`config.mk`:
```
export PLATFORM = sky130hd
export DESIGN_NAME = div_iter
export DESIGN_NICKNAME = d
export VERILOG_FILES = /design/src/rtl/div_iter_pkg.sv /design/src/rtl/div_step.sv /design/src/rtl/div_iter.sv
export SDC_FILE = /design/constraint.sdc
export NUM_CORES = 1
export LEC_CHECK = 0
export BUFFER_PORTS_ARGS = -buffer_cell sky130_fd_sc_hd__clkbuf_2
export CORE_MARGIN = 2
export CORE_UTILIZATION = 59
export CTS_CLUSTER_DIAMETER = 80
export CTS_CLUSTER_SIZE = 16
export DETAILED_ROUTE_END_ITERATION = 7
export GPL_TIMING_DRIVEN = 0
export PLACE_DENSITY = 0.86
export SYNTH_ARGS = -nofsm -noshare
export SYNTH_HDL_FRONTEND = slang
export SYNTH_SLANG_ARGS = --single-unit
```
`constraint.sdc`:
```
create_clock -name clk -period 4.5 [get_ports clk]
set_clock_uncertainty 0.15 [all_clocks]
set_input_delay 0.225 -clock clk [delete_from_list [all_inputs] [get_ports clk]]
set_output_delay 0.225 -clock clk [all_outputs]
set_load 0.01 [all_outputs]
```
`src/rtl/div_iter_pkg.sv`:
```
`timescale 1ns/1ps
// Shared types for the iterative divider.
package div_iter_pkg;

  // Operation sequencing: accept in idle, one restoring step per cycle in busy, then one
  // result cycle that raises the valid pulse.
  typedef enum logic [1:0] {
    S_IDLE,
    S_BUSY,
    S_RESULT
  } div_iter_state_t;

endpackage

```
`src/rtl/div_step.sv`:
```
`timescale 1ns/1ps
// div_step: one combinational restoring-division iteration.
// Shifts the next dividend bit into the partial remainder and subtracts the divisor;
// the sign of the (W+1)-bit difference decides whether the subtraction is kept.
//   rem      in   W  current partial remainder (always < dsr when dsr != 0)
//   q_msb    in   1  dividend bit being shifted in
//   dsr      in   W  divisor
//   rem_nxt  out  W  partial remainder after this step
//   q_bit    out  1  quotient bit produced by this step
module div_step #(
  parameter int unsigned W = 32
) (
  input  logic [W-1:0] rem,
  input  logic         q_msb,
  input  logic [W-1:0] dsr,
  output logic [W-1:0] rem_nxt,
  output logic         q_bit
);

  logic [W:0] t;
  logic [W:0] d;

  always_comb begin
    t       = {rem, q_msb};
    d       = t - {1'b0, dsr};
    // A borrow out of the top bit means the divisor did not fit: restore.
    q_bit   = ~d[W];
    rem_nxt = d[W] ? t[W-1:0] : d[W-1:0];
  end

endmodule

```
`src/rtl/div_iter.sv`:
```
`timescale 1ns/1ps
// div_iter: multi-cycle radix-2 restoring unsigned divider, W iterations per operation.
// Shares the pass / busy_r / y_vld_r handshake of the iterative multiplier so the two
// datapaths are interchangeable behind the same control logic.
//   clk      in   1  clock
//   rst      in   1  synchronous active-high reset
//   a        in   W  dividend, sampled on an accepted pass
//   b        in   W  divisor, sampled on an accepted pass
//   pass     in   1  start; accepted only while busy_r is low
//   q        out  W  quotient register
//   r        out  W  remainder register
//   y_vld_r  out  1  one-cycle pulse: q and r hold the finished result
//   dbz_r    out  1  last accepted operation had b == 0; held until next accept
//   busy_r   out  1  operation in flight; pass ignored
module div_iter
  import div_iter_pkg::*;
#(
  parameter int unsigned W = 32
) (
  input  logic         clk,
  input  logic         rst,
  input  logic [W-1:0] a,
  input  logic [W-1:0] b,
  input  logic         pass,
  output logic [W-1:0] q,
  output logic [W-1:0] r,
  output logic         y_vld_r,
  output logic         dbz_r,
  output logic         busy_r
);

  localparam int unsigned CntW = $clog2(W);

  div_iter_state_t state_q;
  logic [W-1:0]    q_reg;
  logic [W-1:0]    rem_q;
  logic [W-1:0]    dsr_q;
  logic [CntW-1:0] cnt_q;

  logic [W-1:0]    rem_nxt;
  logic            q_bit;

  // q_reg doubles as the dividend shift register: its MSB feeds the remainder while
  // quotient bits enter at the LSB, so after W steps it holds the full quotient.
  div_step #(
    .W(W)
  ) u_step (
    .rem    (rem_q),
    .q_msb  (q_reg[W-1]),
    .dsr    (dsr_q),
    .rem_nxt(rem_nxt),
    .q_bit  (q_bit)
  );

  always_ff @(posedge clk) begin
    if (rst) begin
      state_q <= S_IDLE;
      q_reg   <= '0;
      rem_q   <= '0;
      dsr_q   <= '0;
      cnt_q   <= '0;
      y_vld_r <= 1'b0;
      dbz_r   <= 1'b0;
      busy_r  <= 1'b0;
    end else begin
      y_vld_r <= 1'b0;
      case (state_q)
        S_IDLE: begin
          if (pass) begin
            q_reg   <= a;
            rem_q   <= '0;
            dsr_q   <= b;
            dbz_r   <= (b == '0);
            cnt_q   <= CntW'(W - 1);
            busy_r  <= 1'b1;
            state_q <= S_BUSY;
          end
        end
        S_BUSY: begin
          rem_q <= rem_nxt;
          q_reg <= {q_reg[W-2:0], q_bit};
          if (cnt_q == '0) begin
            state_q <= S_RESULT;
          end else begin
            cnt_q <= cnt_q - CntW'(1);
          end
        end
        S_RESULT: begin
          y_vld_r <= 1'b1;
          busy_r  <= 1'b0;
          state_q <= S_IDLE;
        end
        default: begin
          busy_r  <= 1'b0;
          state_q <= S_IDLE;
        end
      endcase
    end
  end

  assign q = q_reg;
  assign r = rem_q;

endmodule

```
# Yosys cells after proc, flatten, opt, wreduce, memory -nomap -nowiden
# Cells that the tools add are included.
[totals]
in_bits = 67
reg_bits = 106
word_cells = 40
output_inout_bits = 67
[classes]
bitwise_logic = 2
muxes = 14
eq_ne = 5
reduce_logical = 9
addsub = 2
[op_table]
columns = ["cell", "count"]
rows = [
  ["one-hot mux 32 bit (2 select lines)", 2],
  ["2-to-1 mux 32 bit", 3],
  ["subtractor 33 x 32 -> 33 bit", 1],
  ["zero test 32 bit", 1],
  ["2-to-1 mux 5 bit", 2],
  ["one-hot mux 5 bit (2 select lines)", 1],
  ["AND reduction 2 bit", 4],
  ["inequality test 2 bit (second input constant)", 3],
  ["zero test 5 bit", 1],
  ["subtractor 5 x 1 -> 5 bit (second input constant)", 1],
  ["2-to-1 mux 2 bit", 2],
  ["one-hot mux 2 bit (2 select lines)", 1],
  ["AND reduction 3 bit", 1],
  ["equality test 2 x 1 -> 1 bit (second input constant)", 1],
  ["equality test 2 bit (second input constant)", 1],
  ["zero test 2 bit", 1],
  ["2-to-1 mux 1 bit", 2],
  ["NOT 1 bit", 2],
  ["one-hot mux 1 bit (2 select lines)", 1],
  ["nonzero test 2 bit", 1],
]

# Depth between registers and ports, before layout
[logic_depth]
depth_word = 3
mapped_depth = 14
ltp_nobuf = 13

# Cells and area by module
# Synthesis repeated with hierarchy kept, for this count alone.
[unflattened]
hier_cells = 753
area_unflattened_um2 = 6342.3
[modules_own_cells]
columns = ["mod", "seq_area_each_um2", "area_per_inst_um2", "n_inst", "cells_per_inst"]
rows = [
  ["div_iter", 2122.0, 3983.8, 1, 448],
  ["div_step", 0.0, 2358.5, 1, 305],
]

# Worst setup path before layout
# Ideal clock, no wire load.
[synth_timing]
kind = "reg2reg"
start = "register q_reg[31], in the netlist q[31]"
end = "register rem_q[13], in the netlist r[13]"
required_ns = 4.222
stages_incl_launch_ff = 15
path_buffers = 1
synth_period_minus_slack_ns = 3.095
t_arrival_ns = 2.817
path_slack_ns = 1.405
setup_ns = 0.128
cell_sequence = "dfxtp_1 > inv_1 > ha_1 > inv_1 > fa_1 > a211oi_2 > o21ai_1 > a21oi_2 > o31ai_1 > a2111oi_2 > o211ai_2 > nand3_4 > buf_4 > mux2i_1 > o21ai_1"
[synth_between]
elab_chain_cells = 3
[synth_lines]
columns = ["item", "line_no", "rtl"]
rows = [
  ["start: declaration", "div_iter.sv:35", "logic [W-1:0] q_reg;"],
  ["start signal: assignment", "div_iter.sv:81", "q_reg <= {q_reg[W-2:0], q_bit};"],
  ["subtractor 33 x 32 -> 33 bit", "div_step.sv:25", "d = t - {1'b0, dsr};"],
  ["2-to-1 mux 32 bit", "div_step.sv:28", "rem_nxt = d[W] ? t[W-1:0] : d[W-1:0];"],
  ["one-hot mux 32 bit (2 select lines)", "div_iter.sv:67", "case (state_q)"],
  ["end signal: assignment", "div_iter.sv:80", "rem_q <= rem_nxt;"],
  ["end: declaration", "div_iter.sv:36", "logic [W-1:0] rem_q;"],
]
# No other way between the ends.
# A chain may end at the register's enable or synchronous reset.

# Worst setup path after layout
[layout_timing]
start = "register q_reg[31], in the netlist q[31]"
end = "register rem_q[16], in the netlist r[16]"
# The elaborated chain is that of the path after synthesis.

==> flow_summary_export.csv <==
group,metric,value,unit
floorplan,ios,134,
floorplan,die_height,106,um
pwr,peakVddDrop,0.000469,V
timing,rsz0062_at_grt,"false",
routing,drt_iter0_markers,367,
worst_setup_path,rr_startpoint,"q[31]$_SDFFE_PP0P_",
run_status,status,"completed",
clock_tree,clock_latency,0.38,ns
routing,drtAntennaViolNets,0,
worst_setup_path,cp.required,4.61,ns
yosys,synth_area_leaders,"dfxtp_1 35%, nand2_1 11%, ha_1 6.9%",
clock_tree,clockBufferDepth,2,
pwr,seqPwrFrac,0.219,
clock_tree,cts-resized-gates,0,
worst_setup_path,end_kind,"flip-flop",
timing,setup_viol,0,
clock_tree,htreeDepth,3,
global_route,grt_pass1_wl,31200,um
clock_tree,cts.sinks,106,
pwr,total_power,0.00583,W
worst_setup_path,cp_slowest_cell,"a2111oi_2",
global_route,grt_pass1_vias,6597,
final_layout,fillers,722,
worst_hold_path,hold_path_depth,3,
routing,wl_met3,1640,um
clock_tree,cts_setup_buffers,0,
job,cap_violations,0,
worst_setup_path,crit_path_max_incr_delay,0.47,ns
clock_tree,root_buffer,"clkbuf_8",
worst_hold_path,hp-start,"pass",
yosys,postSynthAreaPerCell,7.67,um2
final_layout,final_area,7790,um2
placed_design,gp_congestion,0.915,
final_layout,seqCellArea,2120,um2
clock_tree,tritoncts,"done",
worst_setup_path,cp_max_fo,10,
yosys,yosys_warnings,0,
floorplan,die_x,106,um
global_route,grt_max_degree,19,
worst_setup_path,reg2reg_depth,14,
timing,finalMaxSlewViolations,0,
yosys,syn_nets,903,
yosys,dominantRegCellSynth,"dfxtp_1",
timing,min_period,3.57,ns
worst_hold_path,hold_end,"busy_r$_SDFFE_PP0P_",
timing,timing_hold_violations_final,0,
floorplan,core_area,10200,um2
routing,drcViolationCount,0,
routing,wl_met2,9300,um
routing,wl,19300,um
final_layout,n_antenna_cell,0,
yosys,synth-edff-count,0,
pwr,powerDensity,748,nW/um2
worst_setup_path,reg2reg_setup_slack,0.93,ns
pwr,internal_power,0.00306,W
worst_setup_path,crit_type,"reg2reg",
routing,first_pass_iters,6,
worst_setup_path,critPathArrivalTime,3.68,ns
pwr,combPwrFrac,0.685,
yosys,yosysMostFrequentCell,"nand2_1",
final_layout,multi_input_area,3660,um2
timing,period_share,0.794,
clock_tree,clkSlewWorstSetupHoldPaths,0.10,ns
global_route,antenna_found_initial,0,
routing,wl_met1,7310,um
clock_tree,cts_inserted_buffers,9,
yosys,yosys-top-cells-count,"174 x nand2_1, 106 x dfxtp_1, 75 x a21oi_1",
yosys,synth.distinct_cells,56,
global_route,grt_use_total,0.345,
pwr,sw_frac_of_total,0.476,
routing,highest_layer,"met4",
yosys,synth.top_cell.area_share,0.345,
timing,max_slew_margin,0.290,
pwr,power_switching,0.00277,W
worst_setup_path,cp-start-kind,"flip-flop",
placed_design,port_buffers,132,
floorplan,start_util,0.601,
placed_design,placed_area,6980,um2
timing,tightest_slew,1.06,ns
yosys,syn_inst,801,
final_layout,drive_gt1_frac,0.169,
floorplan,dieArea,11200,um2
yosys,synth_top_area_cell,"dfxtp_1",
worst_setup_path,crit_chain,"inv_1 -> ha_1 -> inv_1 -> fa_1 -> a211oi_2 -> o21ai_1 -> a21oi_2 -> o31ai_1 -> a2111oi_2 -> o211ai_2 -> nand3_4 -> buf_4 -> mux2i_1 -> o21ai_1",
worst_setup_path,r2r-end,"r[16]$_SDFFE_PP0P_",
final_layout,final_nets,1110,
placed_design,dp_hpwl,12800,um
yosys,yosysSeqAreaShare,0.345,
global_route,overflow,0,
routing,dr_total_vias,6779,
timing,fmax,280,MHz
pwr,p_leak,3.30,nW
yosys,synth-seq-cells,106,
worst_hold_path,hold_path_class,"in2reg",
yosys,syn_area,6140,um2
pwr,p_clk_frac,0.096,
routing,viasPerCell,5.90,
floorplan,num_rows,37,
timing,fin_setup_tns,0,ns
final_layout,area_growth,26.8,%
yosys,synthArstFlopShare,0,
routing,wl_per_cell,16.8,um
-- logic make-up (layout without fill, tap and decap cells) --
| kind of cell | after synthesis | count (layout) | share of synthesized area |
|---|---|---|---|
| XOR/XNOR | 30 | 30 | 0.0428 |
| AND/OR/NAND/NOR | 304 | 304 | 0.212 |
| multiplexers | 29 | 29 | 0.0472 |
| buffers and inverters | 89 | 301 | 0.0590 |
| AO/OA/AOI/OAI | 208 | 208 | 0.221 |
| adder cells (fa/ha/maj) | 35 | 35 | 0.0725 |
| flip-flops | 106 | 106 | 0.345 |
-- what timing repair did --
action                                  in CTS  in global routing
endpoints found under the hold margin       64                  0
hold buffers                                64                  0
endpoints found under the setup margin       0                  0
-- metrics by stage --
| step | hold slack [ns] | instances | util | setup WS (ns) |
|---|---|---|---|---|
| after floorplan | 0.211 | 801 | - | 1.40 |
| after global placement | 0.292 | 1069 | 0.682 | 1.04 |
| after detailed placement | 0.297 | 1069 | 0.682 | 1.01 |
| after CTS | 0.0301 | 1149 | 0.762 | 0.984 |
| after global routing | 0.0927 | 1149 | 0.762 | 0.750 |
| final | 0.0415 | 1149 | 0.762 | 0.927 |
-- worst max-delay path, delay by kind of cell, from the launching register on --
family | cells | cell delay [ns]
compound gates | 7 | 1.55
flops | 1 | 0.34
mux | 1 | 0.28
simple gates | 1 | 0.14
fa+ha+maj | 2 | 0.59
buf+inv | 3 | 0.39
-- power groups by stage --
stage / combinational, W / clock [W] / sequential [W]
after floorplan: 0.00299 / 0 / 0.00131
after global placement: 0.00376 / 0 / 0.00128
after detailed placement: 0.00384 / 0 / 0.00129
after CTS: 0.00391 / 0.000555 / 0.00127
after global routing: 0.00433 / 0.000595 / 0.00130
final: 0.00399 / 0.000557 / 0.00128
-- placed cells by master, fill, tap and decap left out, types with 4 or more instances in the layout --
master and count:
a211oi_1 12, a21o_1 8, a21oi_1 75, a311oi_1 34, buf_1 4, buf_2 5
clkbuf_1 33, clkbuf_2 132, clkbuf_8 9, dfxtp_1 106, dlygate4sd3_1 64, ha_1 34
inv_1 43, mux2i_1 29, nand2_1 174, nand3_1 15, nand4_1 6, nor2_1 61
nor2b_1 6, nor3_1 18, nor4_1 8, o211ai_1 5, o21a_1 4, o21ai_0 12
o21ai_1 28, o31ai_1 5, xnor2_1 16, xor2_1 14
-- how the worst max path moves through the flow --
stage / slack (ns) / end / cells after the start / start
4_1_cts: 0.98 / r[16]$_SDFFE_PP0P_ / 14 / q[31]$_SDFFE_PP0P_
2_1_floorplan: 1.40 / r[13]$_SDFFE_PP0P_ / 14 / q[31]$_SDFFE_PP0P_
3_3_place_gp: 1.04 / r[16]$_SDFFE_PP0P_ / 14 / q[31]$_SDFFE_PP0P_
5_1_grt: 0.75 / r[15]$_SDFFE_PP0P_ / 14 / q[31]$_SDFFE_PP0P_
3_5_place_dp: 1.01 / r[16]$_SDFFE_PP0P_ / 14 / q[31]$_SDFFE_PP0P_
6_report: 0.93 / r[16]$_SDFFE_PP0P_ / 14 / q[31]$_SDFFE_PP0P_
-- cell type report --
type | count | share of cell area
repair buffers | 196 | 0.167
well taps | 136 | 0.0218
multi-input cells | 606 | 0.470
clock buffers | 9 | 0.0159
plain buffers | 46 | 0.0259
flip-flops and latches | 106 | 0.272
clock inverters | 7 | 0.00674
inverters | 43 | 0.0207
-- per-layer routing --
metal  vias to the layer above  global-route usage
met5                         -                   0
met4                         0               0.186
met3                        94              0.0674
met2                       381               0.603
met1                      3077               0.396
li1                       3227                   -
No activity file was read; power rests on OpenSTA's default activity.
